==> config.mk <==
export PLATFORM = sky130hd
export DESIGN_NAME = freq_gen
export DESIGN_NICKNAME = d
export VERILOG_FILES = /design/src/rtl/freq_gen.sv
export SDC_FILE = /design/constraint.sdc
export NUM_CORES = 1
export LEC_CHECK = 0
export ABC_AREA = 1
export CAP_MARGIN = 40
export CORE_ASPECT_RATIO = 0.9
export CORE_MARGIN = 2
export CORE_UTILIZATION = 40
export DETAILED_ROUTE_END_ITERATION = 6
export GPL_TIMING_DRIVEN = 0
export PLACE_DENSITY = 0.72
export SLEW_MARGIN = 40
export SYNTH_ARGS = -nofsm -noshare
export SYNTH_HDL_FRONTEND = slang
export SYNTH_SLANG_ARGS = --single-unit
==> constraint.sdc <==
create_clock -name clk -period 2.4 [get_ports clk]
set_input_delay 0.6 -clock clk [delete_from_list [all_inputs] [get_ports clk]]
set_output_delay 0.6 -clock clk [all_outputs]
set_load 0.005 [all_outputs]
==> src/rtl/freq_gen.sv <==
// Programmable square-wave burst generator: emits P rising edges (or runs continuously)
// with N clk cycles per high phase and per low phase.
module freq_gen #(
    parameter int CNT_W = 40
) (
    input  logic             clk,
    input  logic             rst_n,
    input  logic             cfg_valid,
    output logic             cfg_ready,
    input  logic [CNT_W-1:0] cfg_half_period,
    input  logic [CNT_W-1:0] cfg_pulses,
    input  logic             stop,
    output logic             signal_out,
    output logic             busy,
    output logic             done,
    output logic [CNT_W-1:0] pulses_sent
);

    typedef enum logic [1:0] {
        IDLE = 2'd0,
        HIGH = 2'd1,
        LOW  = 2'd2
    } state_t;

    localparam logic [CNT_W-1:0] CNT_ZERO = {CNT_W{1'b0}};
    localparam logic [CNT_W-1:0] CNT_ONE  = {{(CNT_W-1){1'b0}}, 1'b1};
    localparam logic [CNT_W-1:0] CNT_MAX  = {CNT_W{1'b1}};

    state_t           state_r;
    logic [CNT_W-1:0] half_r;
    logic [CNT_W-1:0] target_r;
    // Cycles already spent in the current phase, counting the entry cycle as 1.
    logic [CNT_W-1:0] phase_cnt_r;

    // Burst FSM with every output registered alongside the state.
    always_ff @(posedge clk) begin
        if (!rst_n) begin
            state_r     <= IDLE;
            half_r      <= CNT_ONE;
            target_r    <= CNT_ZERO;
            phase_cnt_r <= CNT_ZERO;
            signal_out  <= 1'b0;
            busy        <= 1'b0;
            cfg_ready   <= 1'b1;
            done        <= 1'b0;
            pulses_sent <= CNT_ZERO;
        end else begin
            done <= 1'b0;
            case (state_r)
                IDLE: begin
                    if (cfg_valid && !stop) begin
                        state_r     <= HIGH;
                        half_r      <= (cfg_half_period == CNT_ZERO) ? CNT_ONE : cfg_half_period;
                        target_r    <= cfg_pulses;
                        phase_cnt_r <= CNT_ONE;
                        signal_out  <= 1'b1;
                        busy        <= 1'b1;
                        cfg_ready   <= 1'b0;
                        pulses_sent <= CNT_ONE;
                    end else begin
                        signal_out <= 1'b0;
                        busy       <= 1'b0;
                        cfg_ready  <= 1'b1;
                    end
                end
                HIGH: begin
                    if (stop) begin
                        state_r    <= IDLE;
                        signal_out <= 1'b0;
                        busy       <= 1'b0;
                        cfg_ready  <= 1'b1;
                    end else if (phase_cnt_r == half_r) begin
                        state_r     <= LOW;
                        phase_cnt_r <= CNT_ONE;
                        signal_out  <= 1'b0;
                    end else begin
                        phase_cnt_r <= phase_cnt_r + CNT_ONE;
                    end
                end
                LOW: begin
                    if (stop) begin
                        state_r    <= IDLE;
                        signal_out <= 1'b0;
                        busy       <= 1'b0;
                        cfg_ready  <= 1'b1;
                    end else if (phase_cnt_r == half_r) begin
                        if ((target_r != CNT_ZERO) && (pulses_sent == target_r)) begin
                            state_r    <= IDLE;
                            signal_out <= 1'b0;
                            busy       <= 1'b0;
                            cfg_ready  <= 1'b1;
                            done       <= 1'b1;
                        end else begin
                            state_r     <= HIGH;
                            phase_cnt_r <= CNT_ONE;
                            signal_out  <= 1'b1;
                            // Continuous mode pins the count at all-ones rather than wrapping.
                            if (pulses_sent != CNT_MAX) begin
                                pulses_sent <= pulses_sent + CNT_ONE;
                            end else begin
                                pulses_sent <= pulses_sent;
                            end
                        end
                    end else begin
                        phase_cnt_r <= phase_cnt_r + CNT_ONE;
                    end
                end
                default: begin
                    state_r    <= IDLE;
                    signal_out <= 1'b0;
                    busy       <= 1'b0;
                    cfg_ready  <= 1'b1;
                end
            endcase
        end
    end

endmodule

==> out/metrics.json <==
{
  "run_status": {
    "run_status": "finished clean"
  },
  "setup_path": {
    "setup.reg_to_reg.worst_slack_ns": 0.09,
    "cp-endpoint": "phase_cnt_r[30]",
    "startpoint": "phase_cnt_r[10]",
    "critPathKind": "flip-flop to flip-flop",
    "critPathLaunchType": "flip-flop",
    "reg2reg_to": "phase_cnt_r[30]",
    "timing.critical_path.arrival_ns": 2.66,
    "end_kind": "flip-flop",
    "critical_path.reg2reg.startpoint": "phase_cnt_r[10]",
    "cell_chain_of_the_critical_path": "nand2_1, nor3_1, nand2_1, nor2_1, nand2_1, xor2_1, nor3_1, o21ai_0, nor2_1",
    "number_of_buffers_and_inverters_on_the_critical_path": 0,
    "timing.reg2reg.worst_path_depth": 9,
    "timing.critical_path.mode_cell": "nand2_1",
    "worstPathMaxFanout": 5,
    "cp.required_ns": 2.74,
    "cp_slowest_stage_delay_ns": 0.47,
    "cp_num_cells": 9,
    "timing.critical_path.slowest_stage_cell": "dfxtp_1",
    "cpLargestDelayFamily": "simple AND/OR/NAND/NOR gates"
  },
  "yosys": {
    "ys_top_cells_by_count": "417 x nand2_1, 286 x nor2_1, 171 x inv_1",
    "synth_fp_nets": 1817,
    "synth_enable_flop_cells": 0,
    "synth_most_common_cell": "nand2_1",
    "synth_xor_area_share_pct": 6.468,
    "arithmetic_cell_share_of_the_synthesized_area_counting_full_adders_half_adders_and_majority_gates_pct": 0.7108,
    "post_synth_main_area_contributors": "dfxtp_1 31%, nand2_1 15%, nor2_1 10%",
    "synth_seq_area_share_pct": 31.47,
    "synth.mux.area_fraction_pct": 0,
    "synth_compound_gate_area_share_pct": 11.75,
    "yosys_warnings": 0,
    "synth.cell_area_sq_um": 10560,
    "synth_cells": 1727,
    "post-synth-top-area-cell": "dfxtp_1",
    "synth.distinct_cells": 40,
    "postSynth.topFlopCell": "dfxtp_1",
    "synth-async-reset-ratio_pct": 0,
    "synthSimpleGateAreaFrac_pct": 39.18,
    "synth_seq_cells": 166,
    "synth_largest_type_area_fraction_pct": 31.47,
    "avgSynthCellArea_sq_um": 6.115,
    "synth_top_family_by_area": "simple AND/OR/NAND/NOR gates"
  },
  "layout": {
    "design.final.nets": 1964,
    "fin_util_pct": 50.55,
    "post_route_cells_drive_above_1_share_pct": 9.539,
    "signed_area_change_from_the_synthesized_netlist_to_the_final_layout_pct": 24.43,
    "diodes": 0,
    "fillers": 2693,
    "design_area_sq_um": 13140
  },
  "route": {
    "postRouteAntennaNets": 0,
    "route.detailed.vias_per_inst": 5.288,
    "vias": 11820,
    "totalWireLength_um": 40420,
    "dr.first_iter.drc_count": 1204,
    "drt_drc_violations_left": 0,
    "drt-pass1-iter-count": 5,
    "routedWlPerCell_um": 18.08
  },
  "pwr": {
    "power_density_nw_per_um2": 753.6,
    "power_leakage_nw": 5.168,
    "ir_drop_mv": 0.4993
  },
  "grt": {
    "grt_pass1_wl_um": 60780,
    "pin_count_of_the_biggest_net_entering_global_routing": 20,
    "globalRouteTotalUtil_pct": 28.94,
    "initial_antenna_violation_count": 0,
    "grt_pass1_vias": 10670,
    "grt.overflow.total": 0
  },
  "floorplan": {
    "height_of_the_die_um": 158.2,
    "core_box_area_sq_um": 25990,
    "fp.dieW_um": 175.3,
    "io_pins": 128,
    "rows": 56,
    "start_util_pct": 40.63,
    "die-area_sq_um": 27720
  },
  "sta": {
    "drv_slew": 0,
    "report.final.setup_viol": 0,
    "highest_attainable_clock_frequency_mhz": 432.3,
    "period_share_pct": 96.38,
    "timing.max_slew.rel_slack_pct": 40.23,
    "finalClockSkew_ns": 0.01886,
    "tightestPinTransition_ns": 0.8892,
    "period_minus_slack_ns": 2.313,
    "timing.final.hold_violations": 0
  },
  "clock_tree": {
    "cts_inserted_buffers": 17,
    "max-clock-path-buffers": 2,
    "cts.htree.levels": 4,
    "tritoncts": "yes",
    "clk_pin_slew_worst_paths_ns": 0.08,
    "worstSkewPairLatency_ns": 0.45,
    "cts.root.buffer_cell": "clkbuf_16",
    "clkSinkCount": 166
  },
  "placed_design": {
    "place_congestion": 0.9960,
    "port-buffer-count": 126,
    "post_dp_cell_area_sq_um": 12280,
    "detailedPlacementHpwl_um": 31750
  },
  "worst_hold_path": {
    "hold_path.class": "flip-flop to flip-flop"
  },
  "flow_run": {
    "max-cap-violations": 0
  }
}
==> final cells by class <==
cell class	count	area [sq um]	area share, %
Multi-Input combinational cell	1290	6289	47.85
Sequential cell	166	3361	25.57
Timing Repair Buffer	133	1314	9.997
Inverter	187	704.4	5.360
Clock buffer	18	439.2	3.342
Tap cell	348	435.4	3.313
Buffer	79	421.7	3.209
Clock inverter	14	177.7	1.352
==> registers in the layout, indices dropped and copies added, names as in the netlist <==
register and flops:
busy 1, target_r 40, cfg_ready 1, signal_out 1, half_r 40, phase_cnt_r 40, done 1, pulses_sent 40
state_r 2
==> layer usage <==
metal	track usage, %	vias up	share of wire, %
met2	41.02	552	39
met1	43.70	5428	49
met3	6.484	36	10
met5	0	-	0
met4	6.944	0	1.4
li1	-	5802	-
==> placed cells by master (no fill, tap or decap), types with 3 or more instances in the layout <==
master	Yosys	routed
inv_6	0	3
nor3_2	3	8
nand4_1	32	32
ha_1	6	5
clkdlybuf4s50_1	0	126
xnor2_1	41	39
inv_2	14	15
nor4_1	6	4
nor2_2	2	3
nand3_2	11	14
nand3_1	137	134
nand2_1	417	417
a21oi_1	111	110
dfxtp_1	166	144
clkbuf_1	41	32
buf_2	21	14
xor2_1	37	35
inv_1	171	169
a21oi_2	10	11
clkbuf_4	0	3
inv_8	0	4
nor2_4	2	6
dfxtp_4	0	4
buf_1	9	5
o21ai_0	108	108
buf_8	1	3
clkbuf_16	0	17
or2_2	6	6
clkbuf_2	4	11
nor3_1	58	53
nor2_1	286	281
dfxtp_2	0	18
buf_4	5	16
clkinv_8	0	5
==> metrics by stage <==
stage / setup TNS [ns] / hold slack, ns / worst slack (ns) / power (mW) / cells
CTS: 0 / 0.4762 / 0.01314 / 9.756 / 2231
finish: 0 / 0.4703 / 0.08683 / 9.903 / 2235
detailed placement: -56.20 / 0.4648 / -0.5533 / 6.880 / 2202
global route: -0.07089 / 0.5063 / -0.02769 / 10.43 / 2235
floorplan: 0 / 0.4536 / 0.3616 / 5.601 / 1727
global placement: -131.37 / 0.4548 / -1.463 / 6.827 / 2201
==> worst register-to-register path: stages (launching register included) <==
cell and delay, ns:
dfxtp_1 0.47, nand2_1 0.19, nor3_1 0.42, nand2_1 0.16, nor2_1 0.33, nand2_1 0.16
xor2_1 0.18, nor3_1 0.06, o21ai_0 0.20, nor2_1 0.05
==> where the power goes <==
group	total [mW]	switching [mW]	internal (mW)
registers	3.76	0.620	3.14
logic	3.26	1.93	1.33
clock network	2.88	1.43	1.45
==> how the worst min path moves through the flow <==
stage	start	to	slack, ns	cells past startpoint
floorplan	half_r[1]	half_r[1]	0.45	2
global placement	busy	busy	0.45	2
detailed placement	busy	busy	0.46	2
CTS	busy	busy	0.48	2
global route	busy	busy	0.51	2
finish	busy	busy	0.47	2
==> repair_timing <==
| item | in CTS | in global routing |
|---|---|---|
| pin swaps | 1 | 4 |
| setup buffers | 1 | 5 |
| gates resized for setup | 22 | 63 |
| endpoints found under the setup margin | 91 | 108 |
| hold buffers | 0 | 0 |
==> cell families after synthesis <==
group	after synthesis
buffers and inverters	271
adders and majority gates	6
DFF	166
and+or+nand+nor	969
xor gates and xnor gates	78
AOI/OAI and AO/OA	237
Note: power is estimated with default switching activity, not from simulation.
